File: config.mk
export PLATFORM = sky130hd
export DESIGN_NAME = sdram_port_sched
export DESIGN_NICKNAME = d
export VERILOG_FILES = /design/src/rtl/sdram_port_sched.sv
export SDC_FILE = /design/constraint.sdc
export NUM_CORES = 1
export LEC_CHECK = 0
export ABC_AREA = 0
export ABC_CLOCK_PERIOD_IN_PS = 2400
export CAP_MARGIN = 40
export CORE_MARGIN = 1.5
export CORE_UTILIZATION = 46
export CTS_CLUSTER_SIZE = 20
export DETAILED_ROUTE_END_ITERATION = 10
export PLACE_DENSITY = 0.91
export SETUP_SLACK_MARGIN = 0.4
export SLEW_MARGIN = 20
export SYNTH_ARGS = -nofsm -noshare
export SYNTH_HDL_FRONTEND = slang
export SYNTH_SLANG_ARGS = --single-unit
File: constraint.sdc
create_clock -name clk_sd -period 2.4 [get_ports clk_sd]
set_input_delay 0.36 -clock clk_sd [delete_from_list [all_inputs] [get_ports clk_sd]]
set_output_delay 0.36 -clock clk_sd [all_outputs]
set_load 0.005 [all_outputs]
File: src/rtl/sdram_port_sched.sv
// SDRAM port scheduler: ROM download writes, sprite 32-bit reads and
// round-robin main/sound CPU reads over a toggle req/ack SDRAM port.
module sdram_port_sched #(
    parameter int AW      = 23,
    parameter int TIMEOUT = 255
) (
    input  logic          clk_sd,
    input  logic          RESET,
    input  logic          dl_active,
    input  logic          dl_wr,
    input  logic [24:0]   dl_addr,
    input  logic [7:0]    dl_data,
    input  logic          m_req,
    input  logic [AW-1:0] m_addr,
    input  logic          s_req,
    input  logic [AW-1:0] s_addr,
    input  logic          sp_req,
    input  logic [AW-2:0] sp_addr,
    output logic [15:0]   m_q,
    output logic [15:0]   s_q,
    output logic [31:0]   sp_q,
    output logic          m_valid,
    output logic          s_valid,
    output logic          sp_valid,
    output logic          mem_req,
    input  logic          mem_ack,
    output logic [AW-1:0] mem_a,
    output logic          mem_we,
    output logic [1:0]    mem_ds,
    output logic [15:0]   mem_d,
    input  logic [15:0]   mem_q,
    output logic          busy,
    output logic          err_timeout,
    output logic          err_overrun
);

    localparam int CW = $clog2(TIMEOUT + 1);

    typedef enum logic [2:0] {
        ST_SYNC,
        ST_IDLE,
        ST_ISSUE,
        ST_WAIT,
        ST_SP_HI
    } state_t;

    typedef enum logic [2:0] {
        GN_DL,
        GN_M,
        GN_S,
        GN_SPL,
        GN_SPH
    } gnt_t;

    state_t r_state;
    state_t w_state_nxt;
    gnt_t   r_gnt;
    gnt_t   w_gnt_nxt;

    logic          r_dl_wr_d;
    logic          r_dl_pend;
    logic [24:0]   r_dl_addr;
    logic [7:0]    r_dl_data;
    logic          r_last_snd;
    logic [AW-2:0] r_sp_addr;
    logic [CW-1:0] r_wcnt;

    logic          r_mem_req;
    logic [AW-1:0] r_mem_a;
    logic          r_mem_we;
    logic [1:0]    r_mem_ds;
    logic [15:0]   r_mem_d;
    logic [15:0]   r_m_q;
    logic [15:0]   r_s_q;
    logic [31:0]   r_sp_q;
    logic          r_m_valid;
    logic          r_s_valid;
    logic          r_sp_valid;
    logic          r_busy;
    logic          r_err_tmo;
    logic          r_err_ovr;

    logic          w_dl_rise;
    logic          w_acked;
    logic          w_tmo;
    logic          w_rd_ok;
    logic          w_sel_dl;
    logic          w_sel_sp;
    logic          w_sel_m;
    logic          w_sel_s;
    logic          w_any;
    logic          w_issue;
    logic          w_done;
    logic          w_abort;
    logic          w_take_dl;
    logic          w_busy_nxt;
    logic [AW-1:0] w_a;
    logic          w_we;
    logic [1:0]    w_ds;
    logic [15:0]   w_d;
    logic          w_unused;

    assign w_unused  = ^dl_addr;
    assign w_dl_rise = dl_wr & ~r_dl_wr_d;
    assign w_acked   = (mem_ack == r_mem_req);
    assign w_tmo     = (r_wcnt == CW'(TIMEOUT - 1));

    // Download bytes outrank everything; reads are frozen during download.
    assign w_rd_ok  = ~r_dl_pend & ~dl_active;
    assign w_sel_dl = r_dl_pend;
    assign w_sel_sp = w_rd_ok & sp_req;
    assign w_sel_m  = w_rd_ok & ~sp_req & m_req & (~s_req | r_last_snd);
    assign w_sel_s  = w_rd_ok & ~sp_req & s_req & ~w_sel_m;
    assign w_any    = w_sel_dl | w_sel_sp | w_sel_m | w_sel_s;

    always_ff @(posedge clk_sd) begin
        if (RESET) begin
            r_state <= ST_SYNC;
        end else begin
            r_state <= w_state_nxt;
        end
    end

    always_comb begin
        w_state_nxt = r_state;
        case (r_state)
            ST_SYNC: begin
                if (w_acked) w_state_nxt = ST_IDLE;
            end
            ST_IDLE: begin
                if (w_any) w_state_nxt = ST_ISSUE;
            end
            ST_ISSUE: begin
                w_state_nxt = ST_WAIT;
            end
            ST_WAIT: begin
                if (w_acked) begin
                    if (r_gnt == GN_SPL) w_state_nxt = ST_SP_HI;
                    else w_state_nxt = ST_IDLE;
                end else if (w_tmo) begin
                    w_state_nxt = ST_SYNC;
                end
            end
            ST_SP_HI: begin
                w_state_nxt = ST_ISSUE;
            end
            default: w_state_nxt = ST_SYNC;
        endcase
    end

    always_comb begin
        w_issue    = 1'b0;
        w_done     = 1'b0;
        w_abort    = 1'b0;
        w_take_dl  = 1'b0;
        w_a        = '0;
        w_we       = 1'b0;
        w_ds       = 2'b00;
        w_d        = '0;
        w_gnt_nxt  = r_gnt;
        w_busy_nxt = (w_state_nxt != ST_IDLE);
        case (r_state)
            ST_IDLE: begin
                w_issue   = w_any;
                w_take_dl = w_sel_dl;
                unique case (1'b1)
                    w_sel_dl: begin
                        w_a       = r_dl_addr[AW:1];
                        w_we      = 1'b1;
                        w_ds      = {r_dl_addr[0], ~r_dl_addr[0]};
                        w_d       = {r_dl_data, r_dl_data};
                        w_gnt_nxt = GN_DL;
                    end
                    w_sel_sp: begin
                        w_a       = {sp_addr, 1'b0};
                        w_ds      = 2'b11;
                        w_gnt_nxt = GN_SPL;
                    end
                    w_sel_m: begin
                        w_a       = m_addr;
                        w_ds      = 2'b11;
                        w_gnt_nxt = GN_M;
                    end
                    w_sel_s: begin
                        w_a       = s_addr;
                        w_ds      = 2'b11;
                        w_gnt_nxt = GN_S;
                    end
                    default: ;
                endcase
            end
            ST_SP_HI: begin
                w_issue   = 1'b1;
                w_a       = {r_sp_addr, 1'b1};
                w_ds      = 2'b11;
                w_gnt_nxt = GN_SPH;
            end
            ST_WAIT: begin
                w_done  = w_acked;
                w_abort = ~w_acked & w_tmo;
            end
            default: ;
        endcase
    end

    always_ff @(posedge clk_sd) begin
        if (RESET) begin
            r_gnt      <= GN_DL;
            r_dl_wr_d  <= 1'b0;
            r_dl_pend  <= 1'b0;
            r_dl_addr  <= '0;
            r_dl_data  <= '0;
            r_last_snd <= 1'b1;
            r_sp_addr  <= '0;
            r_wcnt     <= '0;
            r_mem_req  <= 1'b0;
            r_mem_a    <= '0;
            r_mem_we   <= 1'b0;
            r_mem_ds   <= 2'b00;
            r_mem_d    <= '0;
            r_m_q      <= '0;
            r_s_q      <= '0;
            r_sp_q     <= '0;
            r_m_valid  <= 1'b0;
            r_s_valid  <= 1'b0;
            r_sp_valid <= 1'b0;
            r_busy     <= 1'b0;
            r_err_tmo  <= 1'b0;
            r_err_ovr  <= 1'b0;
        end else begin
            r_dl_wr_d  <= dl_wr;
            r_busy     <= w_busy_nxt;
            r_m_valid  <= 1'b0;
            r_s_valid  <= 1'b0;
            r_sp_valid <= 1'b0;
            if (w_issue) begin
                r_mem_req <= ~r_mem_req;
                r_wcnt    <= '0;
                r_mem_a   <= w_a;
                r_mem_we  <= w_we;
                r_mem_ds  <= w_ds;
                r_mem_d   <= w_d;
                r_gnt     <= w_gnt_nxt;
                if (w_take_dl) r_dl_pend <= 1'b0;
                if (r_state == ST_IDLE && w_sel_sp) r_sp_addr <= sp_addr;
            end else if (r_state == ST_ISSUE || r_state == ST_WAIT) begin
                r_wcnt <= r_wcnt + 1'b1;
            end
            if (w_done) begin
                case (r_gnt)
                    GN_M: begin
                        r_m_q      <= mem_q;
                        r_m_valid  <= ~dl_active;
                        r_last_snd <= 1'b0;
                    end
                    GN_S: begin
                        r_s_q      <= mem_q;
                        r_s_valid  <= ~dl_active;
                        r_last_snd <= 1'b1;
                    end
                    GN_SPL: r_sp_q[15:0] <= mem_q;
                    GN_SPH: begin
                        r_sp_q[31:16] <= mem_q;
                        r_sp_valid    <= ~dl_active;
                    end
                    default: ;
                endcase
            end
            if (w_abort) r_err_tmo <= 1'b1;
            // A new edge re-arms pending even if the old byte is granted now.
            if (w_dl_rise) begin
                r_dl_addr <= dl_addr;
                r_dl_data <= dl_data;
                r_dl_pend <= 1'b1;
                if (r_dl_pend & ~w_take_dl) r_err_ovr <= 1'b1;
            end
        end
    end

    assign m_q         = r_m_q;
    assign s_q         = r_s_q;
    assign sp_q        = r_sp_q;
    assign m_valid     = r_m_valid;
    assign s_valid     = r_s_valid;
    assign sp_valid    = r_sp_valid;
    assign mem_req     = r_mem_req;
    assign mem_a       = r_mem_a;
    assign mem_we      = r_mem_we;
    assign mem_ds      = r_mem_ds;
    assign mem_d       = r_mem_d;
    assign busy        = r_busy;
    assign err_timeout = r_err_tmo;
    assign err_overrun = r_err_ovr;

endmodule

## After elaboration in Yosys (flattened, before gate mapping)

Index checks and enable logic that the tools add are counted.

| word-level totals | value |
|---|---|
| register bits | 184 |
| word-level logic and storage cells | 110 |

| operators by class | value |
|---|---|
| mux-type cells | 24 |
| add/subtract/negate cells | 1 |
| bitwise logic cells | 28 |
| equality and inequality tests | 12 |
| reductions and logical operators | 21 |

Operators with widths:

| cell | count |
|---|---|
| 23-bit case mux with 4 select lines | 1 |
| 23-bit case mux with 2 select lines | 1 |
| 16-bit two-way mux | 2 |
| 2-bit AND reduction | 8 |
| 3-bit two-way mux | 5 |
| 3-bit case mux with 5 select lines | 1 |
| 1-bit NOT | 14 |
| 3-bit by 2-bit equality test with 1-bit output, second input constant | 4 |
| 3-bit case mux with 4 select lines | 1 |
| 3-bit OR reduction | 4 |
| 1-bit bitwise AND | 10 |
| 8-bit by 1-bit adder with 8-bit output, second input constant | 1 |
| 8-bit equality test, second input constant | 1 |
| 1-bit two-way mux | 8 |
| 2-bit case mux with 2 select lines | 2 |
| 2-bit nonzero test | 4 |
| 3-bit by 1-bit equality test with 1-bit output, second input constant | 2 |
| 3-bit equality test, second input constant | 2 |
| 3-bit case mux with 2 select lines | 1 |
| 5-bit != test, second input constant | 1 |
| 1-bit OR | 4 |
| 1-bit case mux with 2 select lines | 2 |
| 3-bit zero test | 1 |
| 3-bit by 1-bit != test with 1-bit output, second input constant | 1 |
| other kinds (5) | 5 |

## Logic depth before layout (Yosys ltp)

Gate-level depths: netlist of run 1.

| logic depth | value |
|---|---|
| word-level depth | 11 |
| depth in mapped cells | 7 |
| gate-level depth less buffers | 6 |

## Worst setup path before layout of run 1

OpenSTA, ideal clock, no wires.

| path | value |
|---|---|
| path type | reg-to-reg |
| start | register r_state[0] |
| end | register r_s_q[10], in the netlist s_q[10] |
| setup time | 0.117 ns |
| arrival | 1.811 ns |
| path slack | 0.472 ns |
| period minus slack after synthesis | 1.928 ns |
| cell stages (with the launch flop) | 8 |
| required time | 2.283 ns |
| cell sequence | dfxtp_1 -> buf_2 -> nand3b_1 -> or4_4 -> and2_1 -> buf_2 -> buf_4 -> a22o_1 |

| on the way | value |
|---|---|
| word-level cells in the longest chain between the ends | 3 |

Ends and longest elaborated chain:

| element | RTL line | text |
|---|---|---|
| start, declared | 55 | `state_t r_state;` |
| start signal, assigned | 120 | `r_state <= w_state_nxt;` |
| 3-bit by 2-bit equality test with 1-bit output | 162 | `case (r_state)` |
| 1-bit two-way mux | 162 |  |
| 2-bit AND reduction (no line) | -- |  |
| end signal, assigned | 257 | `r_s_q <= mem_q;` |
| end, declared | 74 | `logic [15:0] r_s_q;` |

No other way between the ends.
A chain may end at the register's enable or synchronous reset.

## Worst setup path in the final report of run 1

| path | value |
|---|---|
| start | input sp_req |
| end | register r_mem_a[13], in the netlist mem_a[13] |

| on the way | value |
|---|---|
| word-level cells in the longest chain between the ends | 8 |
| elaborated cells between the ends (all ways) | 14 |

Ends and longest elaborated chain:

| element | RTL line | text |
|---|---|---|
| start, declared | 17 | `input logic sp_req,` |
| 1-bit NOT | 112, 113 |  |
| 1-bit bitwise AND | 112, 113 |  |
| 1-bit bitwise AND (2 in series) | 112 | `assign w_sel_m = w_rd_ok & ~sp_req & m_req & (~s_req \| r_last_snd);` |
| 1-bit NOT | 113 | `assign w_sel_s = w_rd_ok & ~sp_req & s_req & ~w_sel_m;` |
| 1-bit bitwise AND | 113 |  |
| 23-bit case mux with 4 select lines / 1-bit OR (equally long branches) | 166, 114 |  |
| 23-bit case mux with 2 select lines / 1-bit case mux with 2 select lines (equally long branches) | 162 |  |
| end signal, assigned | 239 | `r_mem_a <= w_a;` |
| end, declared | 69 | `logic [AW-1:0] r_mem_a;` |

Several ways; a longest one is shown, not always the timed one.

==> impl_metrics.py, run 1 <==
metrics = {
    "global_routing": {
        "grt_max_degree": 98,
        "first_global_vias": 7248,
        "groute.usage.overall": 0.285,
        "antenna_found_initial": 0,
        "grt_pass1_wl_um": 36100,
        "globalRoute.totalOverflow": 0,
    },
    "yosys": {
        "synth_area_um2": 7030,
        "syn_nets": 942,
        "syn_avg_cell_area_um2": 8.63,
        "synthesis.instances": 815,
        "ys_types": 49,
        "yosys_register_bits": 176,
        "synthFlopType": "dfxtp_1",
        "yosys_warnings": 0,
        "synth_edf_count": 0,
        "yosysSeqAreaShare": 0.501,
        "postSynth.asyncResetShare": 0,
    },
    "layout": {
        "nets": 1156,
        "antenna-diode-count": 0,
        "layout.cell_area.non_filler_um2": 10200,
        "count_of_non_filler_cells_in_the_finished_layout": 1229,
        "synthToLayoutAreaGrowth_pct": 45.1,
        "final_common_cell": "clkdlybuf4s50_1",
        "utilization": 0.676,
        "commonest_cells_after_routing_fill_and_taps_aside": "clkdlybuf4s50_1, nand2_1, dfxtp_1",
        "drive_gt1_frac": 0.0778,
    },
    "timing": {
        "timing.max_slew.rel_slack": 0.631,
        "worstMarginPinSlew_ns": 0.551,
        "final_critical_path_setup_slack_ns": 0.480,
        "period_share": 0.800,
        "holdWs_ns": 0.302,
        "rsz_0062_raised_after_global_routing": "no",
        "worst_clock_skew_on_the_final_layout_ns": 0.00961,
        "setup-violations-final": 0,
        "timing.fmax_ghz": 0.521,
        "final.min_clock_period_ns": 1.92,
        "timing_max_transition_violations_final": 0,
        "fin_tns_setup_ns": 0,
        "hold_violations": 0,
    },
    "floorplan": {
        "die-area_um2": 16000,
        "core_area_um2": 15100,
        "ioPinCount": 238,
        "initial_utilization": 0.466,
        "fp-row-count": 45,
        "die_h_um": 127,
        "dieWidth_um": 127,
    },
    "pwr": {
        "design_power_total_mw": 6.60,
        "power_leakage_nw": 3.71,
        "power_per_cell_area_nw_per_um2": 647,
        "vdd_ir_drop_max_mv": 0.537,
    },
    "clocking": {
        "clock_insertion_delay_worst_skew_ns": 0.43,
        "path_clk_slew_ns": 0.07,
        "cts-htree-levels": 4,
        "tritoncts": "yes",
        "cts_made_buffers": 17,
        "clk_path_buf_depth": 2,
        "cts-root-buf": "clkbuf_16",
        "cts.sink_count": 176,
    },
    "worst_setup_path": {
        "timing_worst_setup_path_type": "primary input to register",
        "crit_slowest_cell": "or4_1",
        "worst_setup_path_end_kind": "register",
        "critical_path.max_stage_delay_ns": 0.62,
        "crit_arrival_ns": 2.28,
        "cp_cell_sequence": "clkdlybuf4s50_1 > or4_1 > and3_1 > nor2_4 > buf_12 > a221o_1",
        "crit_fanout": 27,
        "worst_ep_required_time_ns": 2.76,
        "timing.critical_path.from_type": "primary input",
    },
    "place": {
        "globalplace.congestion": 0.819,
        "post_place_instance_area_um2": 9640,
        "count_of_buffers_from_port_buffering": 236,
        "number_of_instances_in_the_placed_design": 1197,
        "place_worst_setup_slack_ns": 0.0729,
        "hpwl_um": 15200,
    },
    "routing": {
        "via_count": 6956,
        "route.antenna.remaining_nets": 0,
        "drtPass1Iterations": 7,
        "drc": 0,
        "drt_iter0_drc": 438,
        "wl_um": 22300,
        "viasPerCell": 5.66,
        "drt-wirelength-per-cell_um": 18.2,
    },
    "min_path": {
        "holdCritPathClass": "primary input to register",
    },
    "outcome": {
        "run_status": "finished, final reports clean",
    },
    "run": {
        "timing.max_cap.violations": 0,
    },
}
[what timing repair did]
item / in CTS / in global routing
setup buffers: 1 / 0
hold endpoints to repair: 0 / 0
gates resized for setup: 1 / 1
endpoints found under the setup margin: 4 / 1
hold buffers: 0 / 0
[final cells by class]
cell class	count	area, um2
Sequential cell	176	3530
Inverter	2	7.51
Clock buffer	18	439
Clock inverter	13	111
Multi-Input combinational cell	563	3190
Fill cell	1173	4880
Tap cell	188	235
Timing Repair Buffer	269	2690
[metal layers]
| metal | up-vias | share of wire | wire, um | GRT usage |
|---|---|---|---|---|
| met5 | - | 0 | 0 | 0 |
| met1 | 3285 | 0.38 | 8540 | 0.315 |
| met3 | 45 | 0.11 | 2440 | 0.110 |
| met2 | 330 | 0.48 | 10800 | 0.492 |
| li1 | 3296 | - | - | - |
| met4 | 0 | 0.023 | 517 | 0.116 |
[cells in the mapped netlist, types with 2 or more instances]
cell type    n  area share
a311oi_1     3      0.0037
nand2_1    180       0.096
clkbuf_1    49       0.026
ha_1         2      0.0036
or4_1        3      0.0032
xnor2_1      3      0.0037
inv_1        2      0.0011
nor2b_1     27       0.024
buf_4       11       0.012
a31oi_1     25       0.022
buf_2        9      0.0064
nand3b_1     3      0.0032
dfxtp_1    176        0.50
a22oi_1     22       0.023
nand3_1     27       0.019
a21oi_1     90       0.064
nor2_1      37       0.020
xor2_1       7      0.0087
o21ai_0      2      0.0014
nor3b_2      2      0.0036
and3_1       4      0.0036
nand4_1     26       0.023
a221o_1     22       0.031
nand2b_1     6      0.0053
mux2i_1     16       0.023
nor4_2       2      0.0036
nor3_1       7      0.0050
and2_1       2      0.0018
a22o_1      25       0.031
buf_1        5      0.0027
a21o_1       2      0.0021
[flip-flops by register name, indices dropped and copies added, names as in the netlist, 2 cells and up]
name,cells
r_sp_addr,22
s_q,16
r_dl_addr,24
m_q,16
r_state,3
r_wcnt,8
mem_a,23
r_gnt,3
mem_ds,2
r_dl_data,8
mem_d,8
sp_q,32
[path summary, 6_finish.rpt]
check	startpoint	endpoint	slack, ns	depth (start not counted)
worst max-delay path	sp_req	mem_a[13]	0.48	6
worst min-delay path	RESET	r_state[2]	0.30	2
worst max register to register	r_dl_pend	mem_a[13]	0.49	5
worst min register to register	sp_q[13]	sp_q[13]	0.46	2
[cells by family after synthesis]
| logic type | count (synthesis) | synth area share |
|---|---|---|
| simple gates | 337 | 0.225 |
| compound gates | 198 | 0.188 |
| flops | 176 | 0.501 |
| buf+inv | 76 | 0.0480 |
| mux | 16 | 0.0228 |
| xor+xnor | 10 | 0.0125 |
| fa+ha+maj | 2 | 0.00356 |
[critical path: cells and delay by family]
kind | cells | cell delay [ns]
simple gates | 3 | 1.08
buf+inv | 2 | 0.64
compound gates | 1 | 0.18
[power breakdown]
part           total [mW]  internal, mW  switching, mW  leakage (nW)
sequential           3.10          3.02         0.0778          1.43
clock                2.60          1.45           1.15         0.265
combinational       0.897         0.460          0.437          2.02
Power figures use the tool's default switching activity.
==> run 2, diff against run 1 <==
- ABC_CLOCK_PERIOD_IN_PS: 2400 -> 1700
- CORE_UTILIZATION: 46 -> 41
- PLACE_DENSITY: 0.91 -> 0.86
- clock period: 2.4 -> 1.7 ns (I/O delays scaled with it)
==> run 2 against run 1 <==
  * First-iteration DRC count is 14% higher
  * Routed wire length increased by 19%
  * Critical path depth unchanged
  * Global-route usage shrank 1.6 points
  * Worst hold slack got worse by 0.25 ns
  * Sequential power grew 42%
  * Sequential share of layout area is 3.7 points lower
  * Die area up 12%
  * Clock power increased by 56%
  * Combinational power increased by 100%
  * Setup slack got worse by 0.47 ns
  * Critical endpoint is now m_q[12]
  * Largest cell class is now multi-input gates
==> impl_metrics.py, run 2 (synthesized netlist as in run 1, its figures left out) <==
metrics = {
    "global_routing": {
        "globalRoute.totalOverflow": 0,
        "grt_max_degree": 67,
        "antenna_found_initial": 2,
        "grt_pass1_wl_um": 37800,
        "groute.usage.overall": 0.269,
        "first_global_vias": 7300,
    },
    "worst_setup_path": {
        "worst_setup_path_end_kind": "register",
        "critical_path.max_stage_delay_ns": 0.43,
        "timing.critical_path.from_type": "register",
        "crit_slowest_cell": "or4_4",
        "timing_worst_setup_path_type": "register to register",
        "cp_cell_sequence": "nand3b_1 > buf_4 > or4_4 > buf_12 > nand2_1 > a21oi_1",
        "crit_arrival_ns": 1.96,
        "timing.critical_path.buf_inv": 2,
        "crit_fanout": 18,
        "worst_path_dominant_cell_family": "simple AND/OR/NAND/NOR gates",
        "worst_ep_required_time_ns": 1.97,
    },
    "clocking": {
        "path_clk_slew_ns": 0.07,
        "cts.sink_count": 176,
        "tritoncts": "yes",
        "cts-root-buf": "clkbuf_16",
        "cts_made_buffers": 17,
        "clock_insertion_delay_worst_skew_ns": 0.43,
        "clk_path_buf_depth": 2,
        "cts-htree-levels": 4,
    },
    "routing": {
        "via_count": 7518,
        "viasPerCell": 5.70,
        "wl_um": 26600,
        "drtPass1Iterations": 8,
        "route.antenna.remaining_nets": 0,
        "drt_iter0_drc": 500,
        "drt-wirelength-per-cell_um": 20.2,
        "drc": 0,
    },
    "timing": {
        "rsz_0062_raised_after_global_routing": "yes",
        "setup-violations-final": 0,
        "timing.max_slew.rel_slack": 0.509,
        "timing_max_transition_violations_final": 0,
        "final.min_clock_period_ns": 1.69,
        "period_share": 0.996,
        "worstMarginPinSlew_ns": 0.737,
        "final_critical_path_setup_slack_ns": 0.00743,
        "hold_violations": 0,
        "worst_clock_skew_on_the_final_layout_ns": 0.00670,
        "timing.fmax_ghz": 0.591,
    },
    "outcome": {
        "run_status": "finished, final reports clean",
    },
    "pwr": {
        "vdd_ir_drop_max_mv": 0.696,
        "power_leakage_nw": 5.42,
        "power_per_cell_area_nw_per_um2": 883,
    },
    "place": {
        "hpwl_um": 15700,
        "globalplace.congestion": 0.816,
        "place_worst_setup_slack_ns": -0.458,
        "count_of_buffers_from_port_buffering": 236,
        "number_of_instances_in_the_placed_design": 1245,
        "post_place_instance_area_um2": 9970,
    },
    "layout": {
        "drive_gt1_frac": 0.241,
        "synthToLayoutAreaGrowth_pct": 65.0,
        "fill_cells": 1211,
        "count_of_non_filler_cells_in_the_finished_layout": 1318,
        "largest_reg_flops": 32,
        "layout.cell_area.non_filler_um2": 11600,
        "final_common_cell": "nand2_1",
        "nets": 1210,
        "commonest_cells_after_routing_fill_and_taps_aside": "nand2_1, dfxtp_1, clkdlybuf4s50_1",
    },
    "floorplan": {
        "die-area_um2": 18000,
        "die_h_um": 134,
        "dieWidth_um": 134,
        "core_area_um2": 16700,
        "initial_utilization": 0.421,
        "fp-row-count": 47,
        "ioPinCount": 238,
    },
    "run": {
        "timing.max_cap.violations": 0,
    },
    "min_path": {
        "holdCritPathClass": "primary input to register",
    },
}
## run 2: changes by cell type in the layout (fill, tap and decap cells not counted), moves of 20 or more
| cell | previous run | this run |
|---|---|---|
| nand2_4 | 0 | 20 |
| dlygate4sd2_1 | 0 | 21 |
| dfxtp_1 | 174 | 138 |
| nand2_1 | 180 | 145 |
| clkdlybuf4s50_1 | 235 | 119 |
| dlymetal6s2s_1 | 0 | 55 |
| dfxtp_2 | 2 | 33 |
| clkdlybuf4s15_1 | 0 | 27 |
## run 2: repair_timing
item / in CTS / in global routing
buffers inserted: 18 / 9
hold buffers: 0 / 0
endpoints found under the setup margin: 255 / 237
gates resized for setup: 122 / 211
gates cloned: 4 / 8
pin swaps: 19 / 52
## run 2: cell type report
cell class	count	area [um2]	area share
antenna	2	5.00	0.000431
multi-input combinational	565	3680	0.317
clock inverter	14	166	0.0143
inverter	2	7.51	0.000647
timing repair buffer	321	3460	0.298
clock buffer	18	429	0.0370
tap	220	275	0.0237
sequential	176	3580	0.309
## run 2: metrics by stage
stage                     utilization  TNS (ns)  hold WS [ns]  power, mW
after floorplan                     -     -1.30         0.325       5.15
after global placement          0.597    -34.27         0.437       5.84
after detailed placement        0.597    -38.58         0.444       5.87
after CTS                       0.650         0        0.0426       9.99
after global routing            0.695    -0.399        0.0397       10.6
final                           0.695         0        0.0496       10.2
## run 2: per-layer routing
| metal | vias up | wire length, um | GRT usage |
|---|---|---|---|
| li1 | 3430 | - | - |
| met1 | 3628 | 9850 | 0.305 |
| met2 | 392 | 13500 | 0.460 |
| met3 | 68 | 2470 | 0.0896 |
| met4 | 0 | 794 | 0.115 |
| met5 | - | 0 | 0 |
## run 2: worst reg2reg max path: stages, from the launching register on
cell and delay (ns):
dfxtp_4 0.36, nand3b_1 0.23, buf_4 0.18, or4_4 0.43
buf_12 0.18, nand2_1 0.08, a21oi_1 0.07
## run 2: final timing paths
path / cells after the start / slack (ns) / start / end
worst max-delay path: 6 / 0.007 / r_state[2] / m_q[12]
worst min-delay path: 2 / 0.05 / RESET / r_gnt[2]
worst max register to register: 6 / 0.007 / r_state[2] / m_q[12]
worst min register to register: 2 / 0.45 / sp_q[5] / sp_q[5]
## run 2: report_power, final
group | switching, mW | internal (mW) | total (mW)
combinational | 0.841 | 0.950 | 1.79
clock | 1.82 | 2.23 | 4.05
sequential | 0.131 | 4.28 | 4.41
total | 2.79 | 7.46 | 10.2
